`src/rtl/muldiv_sequencer.sv`:
```
// muldiv_sequencer: iterative 16-step unsigned shift-add multiply / restoring divide that stalls the pipeline while busy.
// Define MULDIV_EARLY_OUT_EN to end a multiply as soon as the remaining multiplier is zero.
module muldiv_sequencer #(
    parameter int REG_DATA_WIDTH = 16,
    parameter int ALU_CONTROL_WIDTH = 4,
    parameter logic [ALU_CONTROL_WIDTH-1:0] MUL_CODE = 4'b1000,
    parameter logic [ALU_CONTROL_WIDTH-1:0] DIV_CODE = 4'b1001,
    parameter int CNT_WIDTH = 5
) (
    input  logic                         clk,
    input  logic                         rst,
    input  logic                         start,
    input  logic [ALU_CONTROL_WIDTH-1:0] alu_control,
    input  logic [REG_DATA_WIDTH-1:0]    a,
    input  logic [REG_DATA_WIDTH-1:0]    b,
    input  logic                         flush,
    output logic                         stall,
    output logic                         busy,
    output logic                         done,
    output logic [REG_DATA_WIDTH-1:0]    r,
    output logic [REG_DATA_WIDTH-1:0]    s,
    output logic                         exc_div
);
    localparam int W = REG_DATA_WIDTH;

    typedef enum logic [1:0] {IDLE, MUL, DIV, DONE} state_t;

    state_t               r_state, w_next;
    logic [CNT_WIDTH-1:0] r_cnt;
    logic [2*W-1:0]       r_acc, r_mc, w_mul_acc;
    logic [W-1:0]         r_mp, r_r, r_s, w_quo, w_rem;
    logic [W:0]           w_shift, w_diff;
    logic                 r_exc, w_is_mul, w_is_div, w_last, w_mul_last, w_fits;

    assign w_is_mul  = start && alu_control == MUL_CODE;
    assign w_is_div  = start && alu_control == DIV_CODE;
    assign w_last    = r_cnt == CNT_WIDTH'(W - 1);
    assign w_mul_acc = r_acc + (r_mp[0] ? r_mc : '0);
    // Divide keeps {remainder, dividend/quotient} in r_acc; r_mp holds the divisor.
    assign w_shift   = {r_acc[2*W-1:W], r_acc[W-1]};
    assign w_diff    = w_shift - {1'b0, r_mp};
    assign w_fits    = !w_diff[W];
    assign w_rem     = w_fits ? w_diff[W-1:0] : w_shift[W-1:0];
    assign w_quo     = {r_acc[W-2:0], w_fits};
`ifdef MULDIV_EARLY_OUT_EN
    assign w_mul_last = w_last || (r_mp >> 1) == '0;
`else
    assign w_mul_last = w_last;
`endif

    always_comb begin
        w_next = r_state;
        if (flush)
            w_next = IDLE;
        else
            case (r_state)
                IDLE:    w_next = w_is_mul ? MUL : w_is_div ? (b == '0 ? DONE : DIV) : IDLE;
                MUL:     w_next = w_mul_last ? DONE : MUL;
                DIV:     w_next = w_last ? DONE : DIV;
                default: w_next = IDLE;
            endcase
    end

    assign stall   = (r_state == IDLE && !flush && (w_is_mul || w_is_div)) || r_state == MUL || r_state == DIV;
    assign busy    = r_state != IDLE;
    assign done    = r_state == DONE && !flush;
    assign exc_div = done && r_exc;
    assign r       = r_r;
    assign s       = r_s;

    always_ff @(posedge clk) begin
        if (rst) begin
            r_state <= IDLE;
            r_cnt   <= '0;
            r_acc   <= '0;
            r_mc    <= '0;
            r_mp    <= '0;
            r_r     <= '0;
            r_s     <= '0;
            r_exc   <= 1'b0;
        end else begin
            r_state <= w_next;
            if (r_state == IDLE && w_next != IDLE) begin
                r_cnt <= '0;
                r_exc <= w_next == DONE;
                r_mp  <= b;
                r_mc  <= {{W{1'b0}}, a};
                r_acc <= w_is_mul ? '0 : {{W{1'b0}}, a};
                if (w_next == DONE) begin
                    r_r <= '1;
                    r_s <= a;
                end
            end else if (r_state == MUL) begin
                r_cnt <= r_cnt + CNT_WIDTH'(1);
                r_acc <= w_mul_acc;
                r_mc  <= r_mc << 1;
                r_mp  <= r_mp >> 1;
                if (w_next == DONE)
                    {r_s, r_r} <= w_mul_acc;
            end else if (r_state == DIV) begin
                r_cnt <= r_cnt + CNT_WIDTH'(1);
                r_acc <= {w_rem, w_quo};
                if (w_next == DONE) begin
                    r_r <= w_quo;
                    r_s <= w_rem;
                end
            end
        end
    end
endmodule

```
`config.mk`:
```
export PLATFORM = sky130hd
export DESIGN_NAME = muldiv_sequencer
export DESIGN_NICKNAME = d
export VERILOG_FILES = /design/src/rtl/muldiv_sequencer.sv
export SDC_FILE = /design/constraint.sdc
export NUM_CORES = 1
export LEC_CHECK = 0
export ABC_AREA = 1
export BUFFER_PORTS_ARGS = -buffer_cell sky130_fd_sc_hd__buf_2
export CAP_MARGIN = 20
export CORE_MARGIN = 4
export CORE_UTILIZATION = 40
export CTS_CLUSTER_SIZE = 24
export DETAILED_ROUTE_END_ITERATION = 8
export GPL_TIMING_DRIVEN = 0
export PLACE_DENSITY = 0.59
export SYNTH_ARGS = -nofsm -noshare
export SYNTH_HDL_FRONTEND = slang
export SYNTH_SLANG_ARGS = --single-unit
```
`constraint.sdc`:
```
create_clock -name clk -period 2.6 [get_ports clk]
set_clock_uncertainty 0.05 [all_clocks]
set_input_delay 0.52 -clock clk [delete_from_list [all_inputs] [get_ports clk]]
set_output_delay 0.52 -clock clk [all_outputs]
set_load 0.01 [all_outputs]
```
# Word-level counts from Yosys, hierarchy flattened
# Cells that the tools add are included.
# totals
reg_bits,120
output_inout_bits,36
word_cells,71
# op_classes
n_addsub,3
eq_ne,7
n_mux,31
n_reduce_logical,21
# op_table
operator,count
$mux W16,18
$mux W32,4
$add A32 B32 Y32,1
$sub A17 B16 Y17,1
$logic_not A16 Y1,1
$mux W5,2
$eq A4 B4 Y1 const B,2
$mux W2,4
$reduce_bool A2 Y1,4
$logic_and A1 B1 Y1,7
$eq A2 B2 Y1 const B,3
$pmux W2 S3,1
$add A5 B1 Y5 const B,1
$eq A5 B4 Y1 const B,1
$logic_or A1 B1 Y1,3
$reduce_bool A3 Y1,1
$eq A2 B1 Y1 const B,1
$logic_not A1 Y1,2
$logic_not A2 Y1,1
$mux W1,2
$reduce_and A2 Y1,1
$reduce_or A2 Y1,1

# Logic depth before layout (Yosys ltp)
# depth
depth_word,11
mapped_depth,20

# Worst setup path before layout
# No wires, ideal clock.
# synth_path
path_kind,reg2reg
startpoint,reg r_mp[0]
endpoint,reg r_acc[24]
t_arrival_ns,2.300
required_ns,2.480
slack_ns,0.179
path_stages_with_launch,20
path_cell_list,dfxtp_1 clkbuf_1 clkbuf_1 nand2_1 inv_1 ha_1 fa_1 nand3_1 nand3_1 nand2_1 nand2_1 nand2_1 nand2_1 nand2_1 nand2_1 nand2_1 nand3_1 nand2_1 nand3_1 a21oi_1
# synth_via
elab_chain_cells,5
word_cells_on_any_way,7
classes_between,2 x add/sub; 5 x mux
# synth_rtl
element,line,text
"start, declared",31,"logic [W-1:0] r_mp, r_r, r_s, w_quo, w_rem;"
"start signal, assigned",97,r_mp <= r_mp >> 1;
$sub A17 B16 Y17,41,"assign w_diff = w_shift - {1'b0, r_mp};"
$mux W16,43,assign w_rem = w_fits ? w_diff[W-1:0] : w_shift[W-1:0];
$mux W32,100,end else if (r_state == DIV) begin
$mux W32 *,93,end else if (r_state == MUL) begin
$mux W32 *,83,if (r_state == IDLE && w_next != IDLE) begin
"end signal, assigned",88,"r_acc <= w_is_mul ? '0 : {{W{1'b0}}, a};"
"end signal, assigned",95,r_acc <= w_mul_acc;
"end signal, assigned",102,"r_acc <= {w_rem, w_quo};"
"end, declared",30,"logic [2*W-1:0] r_acc, r_mc, w_mul_acc;"
# Mark *: on every way between the ends. The rest lies on a longest branch, timed or not. The select of a mux whose other input is x is not followed.
# A chain may end at the register's enable or synchronous reset.

# Final worst setup path
# layout_path
startpoint,reg r_mp[0]
endpoint,reg r_acc[28]
# The elaborated chain is that of the path after synthesis.

==> summary.md <==
| Metric | Value |
|---|---|
| Post-synth ARST share | `0%` |
| Compound-cell area share of the yosys netlist | `13.25%` |
| Worst min path class | `in2reg` |
| Fin crit period | `2.638 ns` |
| Avg Vias per Cell | `5.160` |
| Seq/Total Area, Yosys | `25.56%` |
| Relative slew slack | `39.12%` |
| Clk_lat worst skew | `0.43 ns` |
| Final Net Count | `1,838` |
| Largest fanout on the critical path | `7` |
| Total wire length | `34,850 µm` |
| # IOs | `76` |
| Mean routed wirelength per cell | `16.85 µm` |
| Period Utilization, post-route | `101.4%` |
| Crit. End Element | `flop` |
| Worst IR Drop VDD | `0.4128 mV` |
| Startpoint types | `flop` |
| CP Data Arrival Time | `2.94 ns` |
| First-pass GRT wire length | `52,400 µm` |
| Total track usage | `25.65%` |
| P&R area growth vs syn | `27.97%` |
| Worst path top cell family by delay | `simple AND/OR/NAND/NOR gates` |
| Syn avg cell area | `5.777 µm²` |
| Share of cells above drive strength 1 | `21.37%` |
| Final Hold Vio Count | `0` |
| FP Rows | `55` |
| Pwr/cell area | `460.0 nW/µm²` |
| Critical-path top delay cell | `fa_2` |
| Failing checks | `setup timing` |
| Slew @ Worst Pin | `0.9133 ns` |
| Critical path type | `reg2reg` |
| Final Setup Violations | `4` |
| Warnings from Yosys | `0` |
| Setup TNS | `-0.07993 ns` |
| Post-synthesis simple-gate area fraction | `38.63%` |
| Post-synthesis xor/xnor area fraction | `1.491%` |
| Seq cells post-synth | `120` |
| DRT antenna net count | `0` |
| Worst Path Buf+Inv | `3` |
| Yosys cell types | `38` |
| Post-synthesis mux area share | `0.2130%` |
| GRT overflow | `0` |
| Net Count, Synth | `1,723` |
| # DRC | `0` |
| F_max | `0.3791 GHz` |
| Commonest non-fill, non-tap cell in the layout | `nand2_1` |
| Max Cap Violations | `0` |
| Number of global-route vias before repair | `9,518` |
| Max clock buf depth | `2` |
| Num CTS Buffers | `17` |
| Status | `finished, violations left` |
| Netlist Area Pre-Place | `9399 µm²` |
| Die width | `161.3 µm` |
| CTS tree | `done` |
| Initial Utilization | `41.14%` |
| Root buf cell | `clkbuf_16` |
| GPL Wtd Cong | `1.004` |
| Antenna violations before repair | `0` |
| Largest net degree at the start of global routing | `17` |
| Post-synth EDFFs | `0` |
| Die ar. | `26,010 µm²` |
| H-tree depth | `4` |
| Largest family of logic cells by synthesized area | `simple AND/OR/NAND/NOR gates` |
| Crit-path cells | `buf_8, clkbuf_16, nand2_4, inv_2, ha_4, fa_2, nand3_2, nand3_4, nand3_2, nand3b_1, nand2_1, nand2_1, nand2_1, nand3_2, nand2_4, nand3_2, a21oi_2` |
| Final setup margin | `-0.03752 ns` |
| Lkg Pwr | `6.166 nW` |
| Antenna cell count | `0` |
| Crit-path most repeated cell | `nand3_2` |
| Post-synthesis adder-cell area fraction | `7.614%` |
| Placed wire-length estimate | `27,410 µm` |
| Total core area | `22,850 µm²` |
| Max incr delay on CP | `0.41 ns` |
| Clk sinks | `120` |
| Worst Path Required | `2.90 ns` |
| Most frequent cells in the layout | `nand2_1 (497), inv_1 (245), nor2_1 (116), dfxtp_1 (116), a21oi_1 (106)` |
| Pwr Total | `5.532 mW` |
| Vias | `10,670` |
| Clk slew on worst S/H paths | `0.06 ns` |
| Mapped Cells | `1,627` |
| Unrepaired setup endpoints after global routing | `yes` |
| IO buf count | `74` |
| Synth Flop Type | `dfxtp_1` |
| Die Ht | `161.3 µm` |
| Final slew viol count | `0` |
| Drt pass-1 iters | `6` |
| 1st-iter DRT viols | `980` |
## through the flow
stage	hold WS (ns)	util, %	std cells	instance area [µm²]	setup WS, ns
3_5_place_dp	0.4074	44.47	2014	10160	-0.8144
4_1_cts	0.3194	48.95	2055	11180	-0.01779
6_report	0.3210	52.65	2068	12030	-0.03752
2_1_floorplan	0.3901	-	1627	9399	0.1794
5_1_grt	0.3216	52.65	2068	12030	-0.1053
3_3_place_gp	0.4019	44.47	2014	10160	-0.7815
## power breakdown
group,leakage (nW),switching (mW),internal (mW)
combinational,4.93,0.954,0.482
clock,0.263,0.958,1.24
sequential,0.970,0.0340,1.87
total,6.17,1.95,3.59
## kinds of logic (layout without fill, tap and decap cells)
family,Yosys count,count (layout)
AO/OA/AOI/OAI,238,238
multiplexers,2,2
buffers and inverters,322,450
XOR/XNOR,16,16
AND/OR/NAND/NOR,873,873
flip-flops,120,120
adder cells (fa/ha/maj),56,56
## final cells by class
class,instances,area [µm²]
Buffer,59,389.1
Clock buffer,18,429.2
Clock inverter,14,118.9
Fill cell,2369,10820
Inverter,263,994.7
Multi-Input combinational cell,1185,6738
Sequential cell,120,2407
Tap cell,313,391.6
Timing Repair Buffer,96,559.3
## cell usage after synthesis (all sizes together), types with 12 or more instances
| cell type | number | share of area (%) |
|---|---|---|
| clkbuf | 40 | 1.6 |
| nand4 | 12 | 0.80 |
| nand3b | 13 | 1.0 |
| nor2 | 139 | 5.9 |
| nand3 | 124 | 7.0 |
| inv | 263 | 11 |
| buf | 19 | 1.1 |
| nand2 | 572 | 23 |
| a21oi | 125 | 6.7 |
| o21ai | 99 | 5.4 |
| ha | 54 | 7.2 |
| dfxtp | 120 | 26 |
## sequential cells by signal, indices dropped and copies added, names as in the netlist
register and cells:
r_state 2, r_mp 16, s 16, r 16
r_mc 32, r_acc 32, r_exc 1, r_cnt 5
## routing by layer
metal / vias to the layer above / part of all wire [%] / global-route usage (%)
li1: 5330 / - / -
met1: 4857 / 47 / 37.97
met2: 435 / 42 / 37.80
met3: 49 / 8.9 / 5.052
met4: 0 / 2.1 / 7.251
met5: - / 0 / 0
## tightest hold or removal path, stage by stage
cell	delay [ns]
buf_2	0.11
nand2_1	0.06
a21oi_1	0.06
## final timing paths
path	start	to	slack [ns]	cells past startpoint
setup reg to reg	r_mp[0]	r_acc[28]	-0.04	17
hold / removal	b[15]	r_mp[15]	0.32	3
hold reg to reg	r_mp[15]	r_mp[15]	0.41	2
setup / recovery	r_mp[0]	r_acc[28]	-0.04	17
## repair_timing
action / CTS / global route
buffers inserted: 8 / 12
setup endpoints to repair: 86 / 91
gates resized for setup: 104 / 201
hold buffers: 0 / 0
pin swaps: 22 / 38
cloned: 1 / 1
(Power assumes the default switching activity.)
